$ cat src/rtl/cla_pipe_adder_pkg.sv
// Shared defaults for the pipelined carry look-ahead adder.
// NGROUP is derived from WIDTH/BLOCK and is also the pipeline depth.
package cla_pipe_adder_pkg;

    localparam int WIDTH_DEF = 16;
    localparam int BLOCK_DEF = 4;

    function automatic int ngroup(input int width, input int block);
        return width / block;
    endfunction

endpackage

$ cat src/rtl/cla_pipe_adder_if.sv
// Operand-in / result-out stream bundle for cla_pipe_adder.
// master is the side that issues operands and consumes results.
interface cla_pipe_adder_if
    import cla_pipe_adder_pkg::*;
#(
    parameter int WIDTH = WIDTH_DEF
);

    logic             in_valid;
    logic             in_ready;
    logic [WIDTH-1:0] a;
    logic [WIDTH-1:0] b;
    logic             cin;
    logic             sub;
    logic             out_valid;
    logic             out_ready;
    logic [WIDTH-1:0] s;
    logic             cout;
    logic             ovf;

    modport master (
        output in_valid, a, b, cin, sub, out_ready,
        input  in_ready, out_valid, s, cout, ovf
    );

    modport slave (
        input  in_valid, a, b, cin, sub, out_ready,
        output in_ready, out_valid, s, cout, ovf
    );

endinterface

$ cat src/rtl/cla_group.sv
// One BLOCK-bit carry look-ahead group, purely combinational.
// Every internal carry is a flat sum-of-products of g/p/ci; nothing ripples.
module cla_group #(
    parameter int BLOCK = 4
) (
    input  logic [BLOCK-1:0] a,
    input  logic [BLOCK-1:0] b,
    input  logic             ci,
    output logic [BLOCK-1:0] s,
    output logic             co,
    output logic             c_msb
);

    logic [BLOCK-1:0] w_g;
    logic [BLOCK-1:0] w_p;
    logic [BLOCK:0]   w_c;

    assign w_g = a & b;
    assign w_p = a ^ b;

    always_comb begin
        logic acc;
        logic prod;
        acc    = 1'b0;
        prod   = 1'b0;
        w_c    = '0;
        w_c[0] = ci;
        for (int i = 0; i < BLOCK; i++) begin
            acc = w_g[i];
            // generate at bit j propagated through bits j+1..i
            for (int j = 0; j < i; j++) begin
                prod = w_g[j];
                for (int m = j + 1; m <= i; m++) begin
                    prod = prod & w_p[m];
                end
                acc = acc | prod;
            end
            prod = ci;
            for (int m = 0; m <= i; m++) begin
                prod = prod & w_p[m];
            end
            w_c[i+1] = acc | prod;
        end
    end

    assign s     = w_p ^ w_c[BLOCK-1:0];
    assign co    = w_c[BLOCK];
    assign c_msb = w_c[BLOCK-1];

endmodule

$ cat src/rtl/cla_pipe_adder.sv
// Pipelined CLA adder/subtractor: one look-ahead group resolved per stage,
// carry registered between stages, whole pipe stalls when the output is blocked.
module cla_pipe_adder
    import cla_pipe_adder_pkg::*;
#(
    parameter int WIDTH = WIDTH_DEF,
    parameter int BLOCK = BLOCK_DEF
) (
    input  logic            clk,
    input  logic            rst,
    cla_pipe_adder_if.slave io
);

    localparam int NGROUP = ngroup(WIDTH, BLOCK);

    if ((BLOCK < 1) || (WIDTH % BLOCK != 0)) begin : g_bad_cfg
        $error("cla_pipe_adder: WIDTH must be a non-zero multiple of BLOCK");
    end

    logic [NGROUP-1:0] r_v;
    logic [NGROUP-1:0] r_c;
    logic              r_cmsb;
    logic [WIDTH-1:0]  r_a   [NGROUP];
    logic [WIDTH-1:0]  r_b   [NGROUP];
    logic [WIDTH-1:0]  r_sum [NGROUP];

    logic              w_adv;
    logic [NGROUP-1:0] w_v_nx;
    logic [NGROUP-1:0] w_c_st;
    logic [NGROUP-1:0] w_gco;
    logic              w_gcmsb  [NGROUP];
    logic [BLOCK-1:0]  w_gs     [NGROUP];
    logic [WIDTH-1:0]  w_a_st   [NGROUP];
    logic [WIDTH-1:0]  w_b_st   [NGROUP];
    logic [WIDTH-1:0]  w_sum_st [NGROUP];
    logic [WIDTH-1:0]  w_sum_nx [NGROUP];

    assign w_adv = !r_v[NGROUP-1] || io.out_ready;

    // Stage 0 takes the live operands; later stages take the previous stage's registers.
    always_comb begin
        w_v_nx      = '0;
        w_c_st      = '0;
        w_a_st      = '{default: '0};
        w_b_st      = '{default: '0};
        w_sum_st    = '{default: '0};
        w_sum_nx    = '{default: '0};
        w_v_nx[0]   = io.in_valid;
        w_a_st[0]   = io.a;
        w_b_st[0]   = io.sub ? ~io.b : io.b;
        w_c_st[0]   = io.sub | io.cin;
        for (int k = 1; k < NGROUP; k++) begin
            w_v_nx[k]   = r_v[k-1];
            w_a_st[k]   = r_a[k-1];
            w_b_st[k]   = r_b[k-1];
            w_c_st[k]   = r_c[k-1];
            w_sum_st[k] = r_sum[k-1];
        end
        for (int k = 0; k < NGROUP; k++) begin
            w_sum_nx[k]                  = w_sum_st[k];
            w_sum_nx[k][k*BLOCK +: BLOCK] = w_gs[k];
        end
    end

    for (genvar k = 0; k < NGROUP; k++) begin : g_grp
        cla_group #(
            .BLOCK (BLOCK)
        ) u_grp (
            .a     (w_a_st[k][k*BLOCK +: BLOCK]),
            .b     (w_b_st[k][k*BLOCK +: BLOCK]),
            .ci    (w_c_st[k]),
            .s     (w_gs[k]),
            .co    (w_gco[k]),
            .c_msb (w_gcmsb[k])
        );
    end

    // Data registers are reset too so outputs never expose X, even on bubbles.
    always_ff @(posedge clk) begin
        if (rst) begin
            r_v    <= '0;
            r_c    <= '0;
            r_cmsb <= 1'b0;
            r_a    <= '{default: '0};
            r_b    <= '{default: '0};
            r_sum  <= '{default: '0};
        end else if (w_adv) begin
            r_v    <= w_v_nx;
            r_c    <= w_gco;
            r_cmsb <= w_gcmsb[NGROUP-1];
            r_a    <= w_a_st;
            r_b    <= w_b_st;
            r_sum  <= w_sum_nx;
        end
    end

    assign io.in_ready  = w_adv;
    assign io.out_valid = r_v[NGROUP-1];
    assign io.s         = r_sum[NGROUP-1];
    assign io.cout      = r_c[NGROUP-1];
    assign io.ovf       = r_cmsb ^ r_c[NGROUP-1];

endmodule

$ cat src/flat_wrapper.sv
// flat-port wrapper written by rule: the top's interface ports become plain ports
module cla_pipe_adder_flat import cla_pipe_adder_pkg::*;
#(
    parameter int WIDTH = WIDTH_DEF,
    parameter int BLOCK = BLOCK_DEF
)
  (clk, rst, io_in_valid, io_a, io_b, io_cin, io_sub, io_out_ready, io_in_ready, io_out_valid, io_s, io_cout, io_ovf);
  cla_pipe_adder_if #(.WIDTH(WIDTH)) io_i ();
  input  logic clk;
  input  logic rst;
  input wire logic [$bits(io_i.in_valid)-1:0] io_in_valid;
  input wire logic [$bits(io_i.a)-1:0] io_a;
  input wire logic [$bits(io_i.b)-1:0] io_b;
  input wire logic [$bits(io_i.cin)-1:0] io_cin;
  input wire logic [$bits(io_i.sub)-1:0] io_sub;
  input wire logic [$bits(io_i.out_ready)-1:0] io_out_ready;
  output wire logic [$bits(io_i.in_ready)-1:0] io_in_ready;
  output wire logic [$bits(io_i.out_valid)-1:0] io_out_valid;
  output wire logic [$bits(io_i.s)-1:0] io_s;
  output wire logic [$bits(io_i.cout)-1:0] io_cout;
  output wire logic [$bits(io_i.ovf)-1:0] io_ovf;
  assign io_i.in_valid = io_in_valid;
  assign io_i.a = io_a;
  assign io_i.b = io_b;
  assign io_i.cin = io_cin;
  assign io_i.sub = io_sub;
  assign io_i.out_ready = io_out_ready;
  assign io_in_ready = io_i.in_ready;
  assign io_out_valid = io_i.out_valid;
  assign io_s = io_i.s;
  assign io_cout = io_i.cout;
  assign io_ovf = io_i.ovf;
  cla_pipe_adder #(.WIDTH(WIDTH), .BLOCK(BLOCK)) u_core (.clk(clk), .rst(rst), .io(io_i));
endmodule
$ cat config.mk
export PLATFORM = sky130hd
export DESIGN_NAME = cla_pipe_adder_flat
export DESIGN_NICKNAME = d
export VERILOG_FILES = /design/src/rtl/cla_pipe_adder_pkg.sv /design/src/rtl/cla_pipe_adder_if.sv /design/src/rtl/cla_group.sv /design/src/rtl/cla_pipe_adder.sv /design/src/flat_wrapper.sv
export SDC_FILE = /design/constraint.sdc
export NUM_CORES = 1
export LEC_CHECK = 0
export BUFFER_PORTS_ARGS = -buffer_cell sky130_fd_sc_hd__buf_2
export CAP_MARGIN = 20
export CORE_UTILIZATION = 57
export DETAILED_ROUTE_END_ITERATION = 10
export GPL_TIMING_DRIVEN = 0
export HOLD_SLACK_MARGIN = 0.02
export MAX_ROUTING_LAYER = met4
export PLACE_DENSITY = 0.86
export SLEW_MARGIN = 20
export SYNTH_ARGS = -nofsm -noshare
export SYNTH_HDL_FRONTEND = slang
export SYNTH_SLANG_ARGS = --single-unit
export TNS_END_PERCENT = 5
$ cat constraint.sdc
create_clock -name clk -period 2.6 [get_ports clk]
set_input_delay 0.39 -clock clk [delete_from_list [all_inputs] [get_ports clk]]
set_output_delay 0.39 -clock clk [all_outputs]
set_load 0.1 [all_outputs]
==> flow_results.org, run 1 <==
** Run status
- Status :: finished clean

** Hold path
- Beginning of the worst hold path :: io_in_valid
- End point of the worst hold path :: u_core.r_v[0]
- Along the worst hold path, the cell count comes to 3.
- The worst hold path belongs to the class primary input to register.

** Pwr
- IR analysis of the VDD net gives a maximum drop of 0.000453 V.
- Areal power density over the cells :: 623 nW/µm²
- Static leakage power :: 0.00220 µW

** Detailed routing
- Via count :: 3,768
- The first detailed-routing pass took 4 iterations.
- Total detailed-routing wirelength :: 10,200 µm
- DRC violation total after the first TritonRoute iteration :: 303
- The count of nets left with antenna violations once routing finished came out at 0.
- After detailed routing, the number of vias per cell comes to 5.50.
- Per-cell routed wire length :: 14.8 µm
- Post-route DRC violation count :: 0

** Clock network
- Buffer type at the clock tree root :: clkbuf_8
- Clock edge transition at the registers on the reported setup and hold paths :: 0.09 ns
- The H-tree was split into 3 levels.
- CTS sink count :: 97
- The number of clock buffers added by TritonCTS is 9.
- Clock insertion delay at the later pin of the skew report :: 0.36 ns
- Clock tree from TritonCTS :: done
- Quantity of hold-fixing buffers added after cts :: 0
- Largest buffer count on any clock path :: 2
- Post-CTS Setup Bufs :: 0
- After clock tree synthesis, the repair step resized 0 gates.

** Timing
- Final hold analysis gives a worst-case slack of 0.266 ns.
- Based on the critical path, the design can be clocked at up to 415 MHz.
- In the finished design, the share of the clock period the worst path needs comes to 0.927.
- Post-Route Skew :: 0.0111 ns
- Total negative slack for setup checks :: 0 ns
- Time the final worst path needs with I/O delays and setup :: 2.41 ns
- Setup-failing EPs final :: 0
- RSZ-0062 raised after global routing :: false
- Max_slew headroom :: 0.598
- The number of pins with negative max-slew slack in the final report was 0.
- Hold Violations, Final :: 0
- At the pin with the least slew margin, the transition time is 0.603 ns.

** Run
- Maximum capacitance violations :: 0

** Synth
- Synthesized net count :: 576
- Async SR Flop Fraction :: 0
- Average footprint of a synthesized cell :: 8.37 µm²
- Dominant register cell in the synthesized netlist :: dfxtp_1
- The share of the Yosys chip area taken by registers is 0.451.
- Simple-gate share of the synthesized area :: 0.203
- The complex-gate fraction of the synthesized area is 0.155.
- Proportion of synthesized area in mux cells :: 0
- Synthesized-area fraction occupied by xor and xnor cells :: 0.0428
- Cells after Synth :: 514
- The synthesized design contains 97 register bits.
- By area, the combinational part of the netlist is dominated by simple AND/OR/NAND/NOR gates.
- Of the total synthesized cell area, the portion taken by full adders, half adders and majority gates is 0.0768.
- After synthesis the cells add up to 4300 µm².
- The synthesized netlist contains 28 unique library cells.
- Yosys synthesis warning count :: 0
- EDFF count, synth :: 0

** Critical path
- The endpoint identified for the worst register-to-register timing path is u_core.io.s[15].
- By instance count, the cell type seen most on the critical path is buf_2.
- STA classifies the critical path startpoint as a register.
- Counting cells, the worst reg-to-reg path comes to 5.
- Worst stage delay on the critical path :: 0.48 ns
- The number of buffers and inverters on the critical path is 5.
- Slowest cell on crit path :: buf_2
- The startpoint identified for the worst register-to-register timing path is u_core.r_a[28].
- Of all nets on the critical path, the largest fanout is 10.
- Worst path top cell family by delay :: buffers and inverters
- Req. time, crit path :: 2.21 ns
- Data arrives at the worst endpoint at 2.02 ns.
- Endpoint type of the worst setup path :: primary output
- Flop2flop setup slack :: 0.77 ns
- Cell Chain, Critical Path :: nor2b_4, buf_6, inv_2, buf_2, buf_2, buf_2
- The setup path with the least slack is of type register to primary output.

** Finish
- In the final design database the tool counted 643 nets.
- Leaving out fill and tap cells, the most frequent cells in the layout are nand2_1 (134), dfxtp_1 (97), buf_2 (69).
- Antenna Diode Count :: 0
- Summing all multi-input logic gate instances after layout gives 2060 µm².
- Summing all flip-flop and latch instances after layout gives 1940 µm².
- Fill cells in the final layout number 617.
- Most common cell after layout, fill and taps aside :: nand2_1
- In the final layout, the share of cells above drive strength 1 is 0.184.
- The finished cells cover 4920 µm².
- The area growth from synthesis to layout is 14.3%.

** Die
- Effective utilization at floorplan :: 0.590
- For this design the top-level I/O count stands at 58.
- The die covers 7900 µm².
- After floorplanning, the core was divided into 31 placement rows.
- After floorplanning, the core was sized to cover 7290 µm².
- Die Y-Extent :: 88.9 µm
- The die is 88.9 µm wide.

** Global route
- Entering global routing, the biggest net connects 17 pins.
- Number of global-route vias before repair :: 3,535
- The first global-routing pass estimated 16,300 µm of wire.
- The number of antenna violations at the first check in global routing is 0.
- Total congestion overflow after global routing :: 0
- Total global-route track usage :: 0.288

** Place
- Port buffering added 56 buffers.
- The wire-length estimate of the detail-placed layout is 7420 µm.
- Total placed instance area :: 4710 µm²
- The congestion estimate from routability-driven global placement came to 0.894.
-- worst min-delay path, stage by stage --
cell and delay [ns]:
buf_2 0.10, nand2_1 0.04, a21oi_1 0.05
-- where the power goes --
group          total, µW  internal [µW]  switching (µW)
clock network        985            473             512
registers           1640           1580            59.5
logic                436            166             270
-- stage by stage --
step | total power [µW] | instances | setup WS [ns] | util
2_1_floorplan | 1980 | 514 | 0.276 | -
3_3_place_gp | 2080 | 669 | 0.199 | 0.646
3_5_place_dp | 2100 | 669 | 0.116 | 0.646
4_1_cts | 3070 | 685 | 0.196 | 0.674
5_1_grt | 3180 | 685 | 0.131 | 0.674
6_report | 3060 | 685 | 0.189 | 0.674
-- routing by layer --
layer,GRT usage,part of all wire
met5,-,0
met4,0.141,0.030
met1,0.342,0.43
met3,0.0420,0.059
met2,0.478,0.48
-- synthesized netlist by cell type, types with 8 or more instances --
library cell	instances	area share
clkbuf_1	19	0.017
or4_1	8	0.014
buf_4	17	0.030
buf_2	13	0.015
a211oi_1	20	0.035
nand3_1	8	0.0093
ha_1	20	0.058
a21oi_1	67	0.078
nand2_1	134	0.12
nand3b_1	8	0.014
xnor2_1	16	0.033
dfxtp_1	97	0.45
o211ai_1	8	0.014
nand2b_1	8	0.012
nor2_1	35	0.031
-- cell families after synthesis --
kind of cell,count (synthesis)
and+or+nand+nor,205
AOI/OAI and AO/OA,111
DFF,97
buffers and inverters,56
adders and majority gates,24
xor gates and xnor gates,21
-- registers in the layout (all words and copies together) (netlist names) --
| register | flops |
|---|---|
| u_core.r_c | 4 |
| u_core.r_a | 24 |
| u_core.r_b | 24 |
| u_core.r_sum | 24 |
| u_core.r_cmsb | 1 |
| u_core.io.s | 16 |
| u_core.r_v | 4 |
-- layout make-up --
class                           instances  share of cell area
Clock buffer                           10              0.0280
Sequential cell                        97               0.395
Multi-Input combinational cell        361               0.419
Clock inverter                          6              0.0132
Tap cell                               99              0.0252
Inverter                                4             0.00305
Buffer                                 52              0.0590
Timing Repair Buffer                   56              0.0570
-- worst max path at each step --
stage | start | depth (start not counted) | to
after global placement | io_sub | 8 | u_core.r_sum[51]
final | u_core.r_v[3] | 6 | io_in_ready
after detailed placement | io_sub | 8 | u_core.r_sum[51]
after floorplan | u_core.r_c[3] | 1 | io_ovf
after global routing | u_core.r_v[3] | 6 | io_in_ready
after CTS | u_core.r_v[3] | 6 | io_in_ready
Note: power is estimated with default switching activity, not from simulation.
==> inputs of run 2 (changes only) <==
--- a/config.mk
+++ b/config.mk
@@ -12,7 +12,7 @@
 export GPL_TIMING_DRIVEN = 0
 export HOLD_SLACK_MARGIN = 0.02
 export MAX_ROUTING_LAYER = met4
-export PLACE_DENSITY = 0.86
+export PLACE_DENSITY = 0.79
 export SLEW_MARGIN = 20
 export SYNTH_ARGS = -nofsm -noshare
 export SYNTH_HDL_FRONTEND = slang
==> flow_results.org, run 2 (synthesized netlist as in run 1, its figures left out) <==
** Pwr
- Net switching power figure :: 825 µW (was 842 µW)
- The sequential share of power is 0.507 (was 0.536).
- Static leakage power :: 0.00222 µW (was 0.00220 µW)
- The combinational fraction of design power came to 0.133 (was 0.142).
- Internal Pwr Total :: 2410 µW (was 2220 µW)
- The maximum VDD drop was 0.000319 V (was 0.000453 V).
- Areal power density over the cells :: 653 nW/µm² (was 623 nW/µm²)
- The switching part of the total power is 0.255 (was 0.275).
- Clock share of power :: 0.361 (was 0.322)

** Finish
- Antenna Diode Count :: 0 (unchanged)
- Most common cell after layout, fill and taps aside :: nand2_1 (unchanged)
- Number of nets in the layout :: 643 (unchanged)
- Registers with the most flip-flops: u_core.r_a: 24 flops, u_core.r_b: 24 flops, u_core.r_sum: 24 flops (unchanged).
- Share of layout cells above drive strength 1 :: 0.183 (was 0.184)
- Relative area change from synthesis to final layout :: 15.2% (was 14.3%)
- Leading cell types in the layout, fill and taps excluded :: nand2_1 (134), dfxtp_1 (97), buf_2 (69) (unchanged)
- Final design area excluding fillers :: 4960 µm² (was 4920 µm²)
- The number of fill cells was 656 (was 617).

** Global route
- The pin count of the biggest net entering global routing was 16 (was 17).
- The via count of the first global-routing pass came to 3,459 (was 3,535).
- First-pass GRT wire length :: 16,400 µm (was 16,300 µm)
- The met2 global-route usage came to 0.439 (was 0.478).
- The global-route layer with the greatest usage is met2 (unchanged).
- Total global-route track usage :: 0.287 (was 0.288)
- The met3 usage in global routing was 0.0504 (was 0.0420).
- Initial antenna violation count :: 0 (unchanged)
- GR Layer Usage met1 :: 0.364 (was 0.342)
- The aggregate global routing overflow was 0 (unchanged).

** Timing
- Slew at the pin closest to its max-slew limit :: 0.568 ns (was 0.603 ns)
- Hold Violations, Final :: 0 (unchanged)
- RSZ-0062 raised after global routing: false (unchanged).
- The count of final setup violators was 0 (unchanged).
- The setup skew after layout came to 0.00338 ns (was 0.0111 ns).
- Max_slew headroom :: 0.621 (was 0.598)
- Total negative slack for setup checks :: 0 ns (unchanged)
- The number of pins with negative max-slew slack in the final report is 0 (unchanged).
- The ratio of final minimum period to clock period was 0.920 (was 0.927).
- The final period demand of the worst path came to 2.39 ns (was 2.41 ns).
- Minimum hold slack :: 0.264 ns (was 0.266 ns)
- Highest Clock Rate :: 418 MHz (was 415 MHz)

** Critical path
- The arrival time at the worst endpoint came to 2.00 ns (was 2.02 ns).
- Crit. path cell count :: 6 (unchanged)
- The category of the worst setup path capture point was a primary output (unchanged).
- Slowest cell on crit path :: buf_2 (unchanged)
- The critical path capture point is io_in_ready (unchanged).
- Source of the worst register-to-register timing path :: u_core.r_a[28] (unchanged)
- The kind of cell adding the most delay to the critical path is buffers and inverters (unchanged).
- FF-to-FF path depth :: 5 (unchanged)
- The largest fanout on the critical path was 10 (unchanged).
- Cell Chain, Critical Path: nor2b_4, buf_6, inv_2, buf_2, buf_2, buf_2 (unchanged).
- The classification of the worst setup path is register to primary output (unchanged).
- The number of buffers and inverters on the critical path is 5 (unchanged).
- Capture instance of the worst register-to-register path :: u_core.io.s[15] (unchanged)
- Most numerous cell on the critical path :: buf_2 (unchanged)
- The required arrival time at the worst endpoint was 2.21 ns (about the same).
- The startpoint kind of the worst setup timing path is a register (unchanged).
- The beginning of the critical path is u_core.r_v[3] (unchanged).
- Worst stage delay on the critical path :: 0.48 ns (about the same)
- Flop2flop setup slack :: 0.78 ns (was 0.77 ns)

** Clock network
- H-tree levels :: 3 (unchanged)
- Total of cells resized after clock tree synthesis :: 0 (unchanged)
- Largest buffer count on any clock path :: 2 (unchanged)
- The CTS sink count is 97 (unchanged).
- Post-CTS Setup Bufs :: 0 (unchanged)
- Clock tree from TritonCTS :: done (unchanged)
- The clock latency at the later pin of the worst-skew pair is 0.36 ns (about the same).
- The cell chosen for the clock root was clkbuf_8 (unchanged).
- Clock edge transition at the registers on the reported setup and hold paths :: 0.09 ns (about the same)
- The number of buffers inserted during clock tree synthesis came to 9 (unchanged).
- Quantity of hold-fixing buffers added after cts :: 0 (unchanged)

** Place
- The sum of net half-perimeters after detailed placement is 7170 µm (was 7420 µm).
- The number of I/O port buffers came to 56 (unchanged).
- The routability congestion estimate from global placement was 0.879 (was 0.894).
- Total placed instance area :: 4710 µm² (unchanged)

** Die
- The number of ports placed on the die boundary is 58 (unchanged).
- The chip height was 88.9 µm (unchanged).
- Effective utilization at floorplan :: 0.590 (unchanged)
- The standard cell core area was 7290 µm² (unchanged).
- Total Die Area :: 7900 µm² (unchanged)
- Width of the chip :: 88.9 µm (unchanged)
- The number of cell rows came to 31 (unchanged).

** Detailed routing
- The average wire per standard cell is 14.4 µm (was 14.8 µm).
- Remaining number of nets flagged by the antenna check after routing :: 0 (unchanged)
- Vias per inst :: 5.35 (was 5.50)
- Via count :: 3,662 (was 3,768)
- The detailed-routing iteration count for the pre-antenna-repair pass was 4 (unchanged).
- Total detailed-routing wirelength :: 9900 µm (was 10,200 µm)
- The number of design rule violations left after detail routing came to 0 (unchanged).
- The first-iteration detailed-routing DRC count was 281 (was 303).

** Run
- The max-capacitance violation count came to 0 (unchanged).

** Run status
- Status: finished clean (unchanged).

** Hold path
- Tightest Hold Check Type :: primary input to register (unchanged)
-- run 2: cell count changes in the layout (fill, tap and decap cells not counted), sizes merged --
| cell | previous run | this run |
|---|---|---|
| inv | 5 | 4 |
| clkbuf | 29 | 30 |
| bufinv | 1 | 3 |
| clkinv | 3 | 1 |
-- run 2: layer usage --
| layer | vias up | share of wire |
|---|---|---|
| met5 | - | 0 |
| met4 | 0 | 0.025 |
| met3 | 29 | 0.067 |
| met2 | 123 | 0.47 |
| met1 | 1679 | 0.44 |
| li1 | 1831 | - |
-- run 2: worst min path at each step --
stage / startpoint / endpoint / slack, ns / depth (start not counted)
final: io_a[10] / u_core.r_a[58] / 0.26 / 3
after global routing: io_a[14] / u_core.r_a[62] / 0.27 / 3
after CTS: io_a[12] / u_core.r_a[60] / 0.25 / 3
after detailed placement: u_core.io.s[3] / u_core.io.s[3] / 0.44 / 2
after global placement: u_core.r_sum[24] / u_core.r_sum[24] / 0.44 / 2
after floorplan: u_core.r_a[56] / u_core.r_a[56] / 0.43 / 2
-- run 2: final cells by class --
type	count	area, µm²	area share
inverters	4	15.0	0.00303
well taps	99	124	0.0250
plain buffers	52	290	0.0586
flip-flops and latches	97	1940	0.392
repair buffers	56	280	0.0565
clock buffers	11	141	0.0285
multi-input cells	361	2060	0.416
clock inverters	5	103	0.0207
-- run 2: power groups by stage --
stage	Sequential, µW	Clock, µW	Combinational (µW)
CTS	1640	1170	429
floorplan	1660	0	322
finish	1640	1170	429
global placement	1670	0	414
detailed placement	1670	0	425
global route	1650	1240	474
-- run 2: tightest hold or removal path, cell delays in order --
cell     delay, ns
buf_2         0.10
nand2_1       0.04
a21oi_1       0.05
-- run 2: stage by stage --
step	setup WS (ns)	power (µW)	std cells	util
6_report	0.207	3240	685	0.680
5_1_grt	0.121	3370	685	0.680
3_3_place_gp	0.189	2080	669	0.646
2_1_floorplan	0.276	1980	514	-
4_1_cts	0.194	3240	685	0.680
3_5_place_dp	0.139	2100	669	0.646
==> inputs of run 3 (changes only) <==
--- a/config.mk
+++ b/config.mk
@@ -7,14 +7,17 @@
 export LEC_CHECK = 0
 export BUFFER_PORTS_ARGS = -buffer_cell sky130_fd_sc_hd__buf_2
 export CAP_MARGIN = 20
-export CORE_UTILIZATION = 57
+export CELL_PAD_IN_SITES_DETAIL_PLACEMENT = 0
+export CELL_PAD_IN_SITES_GLOBAL_PLACEMENT = 1
+export CORE_UTILIZATION = 43
 export DETAILED_ROUTE_END_ITERATION = 10
 export GPL_TIMING_DRIVEN = 0
 export HOLD_SLACK_MARGIN = 0.02
 export MAX_ROUTING_LAYER = met4
-export PLACE_DENSITY = 0.79
+export PLACE_DENSITY_LB_ADDON = 0.1
 export SLEW_MARGIN = 20
 export SYNTH_ARGS = -nofsm -noshare
 export SYNTH_HDL_FRONTEND = slang
+export SYNTH_HIERARCHICAL = 1
 export SYNTH_SLANG_ARGS = --single-unit
 export TNS_END_PERCENT = 5
==> flow_results.org, run 3 <==
** Run status
- Status: finished clean (unchanged).

** Clock network
- The CTS tree was done (unchanged).
- Largest buffer count on any clock path :: 2 (unchanged)
- Quantity of hold-fixing buffers added after cts :: 0 (unchanged)
- The buffers inserted during post-CTS setup optimization came to 0 (unchanged).
- The count of H-tree levels built during CTS came to 3 (unchanged).
- Clock edge transition at the registers on the reported setup and hold paths :: 0.09 ns (about the same)
- CTS sink count :: 97 (unchanged)
- Clock insertion delay at the later pin of the skew report :: 0.36 ns (about the same)
- Buffer type at the clock tree root :: clkbuf_8 (unchanged)
- CTS Buf Count :: 9 (unchanged)
- Total of cells resized after clock tree synthesis :: 0 (unchanged)

** Run
- Maximum capacitance violations :: 0 (unchanged)

** Synth
- The net count of the mapped netlist was 571 (was 576).
- The synthesized cell area came to 4350 µm² (was 4300 µm²).
- Most instantiated library cell after synthesis :: nand2_1 (unchanged)
- Yosys top cell by area :: dfxtp_1 (unchanged)
- Async SR Flop Fraction :: 0 (unchanged)
- Dominant register cell in the synthesized netlist :: dfxtp_1 (unchanged)
- The distinct cell type count of the synthesized netlist is 24 (was 28).
- Most common library cells after synthesis :: nand2_1 (168), dfxtp_1 (97), a21oi_1 (84), buf_4 (29), ha_1 (20) (was nand2_1 (134), dfxtp_1 (97), a21oi_1 (67), nor2_1 (35))
- The number of instances in the synthesized netlist is 509 (was 514).
- Sequential share of the synthesized area :: 0.447 (was 0.451)
- Average footprint of a synthesized cell :: 8.54 µm² (was 8.37 µm²)
- The synthesis-stage register bit count came to 97 (unchanged).
- The fraction of post-synthesis cell area in the top cell type by area came to 0.447 (was 0.451).
- The number of synthesized flops with an enable pin was 0 (unchanged).
- Leading cell types by total area after synthesis: dfxtp_1 (45%), nand2_1 (15%), a21oi_1 (9.7%) (was dfxtp_1 (45%), nand2_1 (12%), a21oi_1 (7.8%)).
- The number of warnings issued by yosys is 6 (was 0).

** Critical path
- The category of the worst setup path capture point is a primary output (unchanged).
- The critical path's largest stage delay was 0.44 ns (was 0.48 ns).
- The required arrival time at the worst endpoint came to 2.21 ns (about the same).
- Capture instance of the worst register-to-register path :: u_core/r_sum[26] (was u_core.io.s[15])
- Cell Chain, Critical Path: nor2b_2, buf_6, inv_4, buf_6, buf_6, buf_2 (was nor2b_4, buf_6, inv_2, buf_2, buf_2, buf_2).
- The largest fanout on the critical path was 10 (unchanged).
- The path depth of the worst reg2reg path came to 7 (was 5).
- Source of the worst register-to-register timing path :: u_core/r_b[40] (was u_core.r_a[28])
- The cell seen most often among critical-path stages is buf_6 (was buf_2).
- The classification of the worst setup path was register to primary output (unchanged).
- The startpoint kind of the worst setup timing path is a register (unchanged).
- Arrival time reported for the critical path endpoint :: 1.82 ns (was 2.00 ns)
- Slowest cell on crit path :: buf_2 (unchanged)
- Flop2flop setup slack :: 1.00 ns (was 0.78 ns)

** Detailed routing
- The total detailed-routing wirelength is 8890 µm (was 9900 µm).
- The first-iteration detailed-routing DRC count is 107 (was 281).
- Remaining number of nets flagged by the antenna check after routing :: 0 (unchanged)
- The number of design rule violations left after detail routing was 0 (unchanged).
- The total number of vias was 3,295 (was 3,662).
- First-pass DRT Iterations :: 4 (unchanged)
- Per-cell routed wire length :: 12.5 µm (was 14.4 µm)
- Vias per inst :: 4.62 (was 5.35)

** Pwr
- The areal power density over the cells was 601 nW/µm² (was 653 nW/µm²).
- The post-route total power was 2990 µW (was 3240 µW).
- Static leakage power :: 0.00218 µW (was 0.00222 µW)
- The maximum VDD drop is 0.000250 V (was 0.000319 V).

** Die
- The die footprint is 10,500 µm² (was 7900 µm²).
- Effective utilization at floorplan :: 0.445 (was 0.590)
- Core area :: 9770 µm² (was 7290 µm²)
- Width of the chip :: 103 µm (was 88.9 µm)
- The number of cell rows was 36 (was 31).
- Boundary Pins :: 58 (unchanged)
- Die Y-Extent :: 103 µm (was 88.9 µm)

** Timing
- Total negative slack for setup checks :: 0 ns (unchanged)
- Time the final worst path needs with I/O delays and setup :: 2.21 ns (was 2.39 ns)
- Pins Over Slew Limit :: 0 (unchanged)
- Setup-failing EPs final :: 0 (unchanged)
- The maximum clock frequency is 453 MHz (was 418 MHz).
- The ratio of final minimum period to clock period came to 0.848 (was 0.920).
- The transition time at the pin with the least slew margin is 0.680 ns (was 0.568 ns).
- The final hold violation count is 0 (unchanged).
- Max_slew headroom :: 0.547 (was 0.621)
- RSZ-0062 raised after global routing: false (unchanged).
- The setup skew after layout was 0.00514 ns (was 0.00338 ns).

** Global route
- The via count of the first global-routing pass came to 3,029 (was 3,459).
- The pin count of the biggest net entering global routing is 18 (was 16).
- The met2 global-route usage came to 0.283 (was 0.439).
- First-pass GRT wire length :: 14,900 µm (was 16,400 µm)
- The aggregate global routing overflow was 0 (unchanged).
- The global routing usage summed across all routing layers is 0.191 (was 0.287).
- The number of antenna violations at the first check in global routing is 0 (unchanged).
- The global-route layer with the greatest usage is met2 (unchanged).
- Met3 Resource Use GR :: 0.0400 (was 0.0504)
- GR Layer Usage met1 :: 0.262 (was 0.364)

** Place
- Placer congestion estimate :: 0.783 (was 0.879)
- The sum of net half-perimeters after detailed placement was 6640 µm (was 7170 µm).
- Total placed instance area :: 4800 µm² (was 4710 µm²)
- The number of I/O port buffers is 55 (was 56).
- Placed Instances :: 697 (was 669)

** Finish
- Registers with the most flip-flops: u_core/r_a: 24 flops, u_core/r_b: 24 flops, u_core/r_sum: 24 flops (was u_core.r_a: 24 flops, u_core.r_b: 24 flops, u_core.r_sum: 24 flops).
- The proportion of layout cells with a drive suffix above 1 was 0.241 (was 0.183).
- Most common cell after layout, fill and taps aside :: nand2_1 (unchanged)
- Leading cell types in the layout, fill and taps excluded :: nand2_1 (168), dfxtp_1 (97), a21oi_1 (84) (was nand2_1 (134), dfxtp_1 (97), buf_2 (69))
- Antenna Diode Count :: 0 (unchanged)
- The share of the core filled with cells in the final layout came to 0.509 (was 0.680).
- Number of nets in the layout :: 637 (was 643)
- Relative area change from synthesis to final layout :: 14.4% (was 15.2%)
- The final design area excluding fillers is 4970 µm² (was 4960 µm²).
- The final cell count without fillers was 713 (was 685).

** Hold path
- The path class of the lowest-slack min-delay path is primary input to register (unchanged).
- The critical hold path startpoint is io_a[6] (was io_a[10]).
- End point of the worst hold path :: u_core/r_a[54] (was u_core.r_a[58])
- The hold-critical path depth was 3 (unchanged).
run 3: cell types whose count changed in the layout (fill, tap and decap cells not counted), moves of 10 or more:
cell and delta:
nor2_1 -17, nand2_1 +34, a21oi_1 +17, a211oi_1 -17, buf_4 +12, clkbuf_1 -10
run 3: through the flow:
stage | hold slack, ns | setup WS [ns]
5_1_grt | 0.242 | 0.304
3_5_place_dp | 0.445 | 0.326
4_1_cts | 0.245 | 0.361
2_1_floorplan | 0.432 | 0.297
3_3_place_gp | 0.439 | 0.395
6_report | 0.264 | 0.394
run 3: worst max-delay path by stage:
stage                              from               end  slack, ns  depth (start not counted)
after floorplan           u_core/r_c[3]            io_ovf       0.30                          1
after global placement           io_sub  u_core/r_sum[50]       0.39                         10
after detailed placement         io_sub  u_core/r_sum[50]       0.33                         10
after CTS                 u_core/r_v[3]       io_in_ready       0.36                          6
after global routing      u_core/r_v[3]       io_in_ready       0.30                          6
final                     u_core/r_v[3]       io_in_ready       0.39                          6
run 3: power by group:
part	switching, µW	leakage, µW	total, µW	internal (µW)
sequential	54.5	0.000797	1640	1580
clock	541	0.0000835	899	358
combinational	272	0.00130	450	178
run 3: critical path, delay by kind of cell (launching register included):
| kind | cells | cell delay (ns) |
|---|---|---|
| buffers and inverters | 5 | 0.98 |
| flip-flops | 1 | 0.32 |
| AND/OR/NAND/NOR | 1 | 0.15 |
run 3: kinds of logic after synthesis:
kind of cell | synth area share
compound gates | 0.161
xor+xnor | 0.0653
fa+ha+maj | 0.0760
buf+inv | 0.0809
flops | 0.447
simple gates | 0.170
run 3: final cells by class:
cell class,instances,area (µm²)
Inverter,5,21.3
Tap cell,133,166
Fill cell,1025,4800
Clock buffer,10,128
Multi-Input combinational cell,357,2060
Clock inverter,6,50.0
Buffer,50,330
Timing Repair Buffer,55,275
Sequential cell,97,1940
run 3: metal layers:
metal	vias up	share of wire
met2	55	0.44
met1	1472	0.52
met5	-	0
met3	11	0.033
li1	1757	-
met4	0	0.012
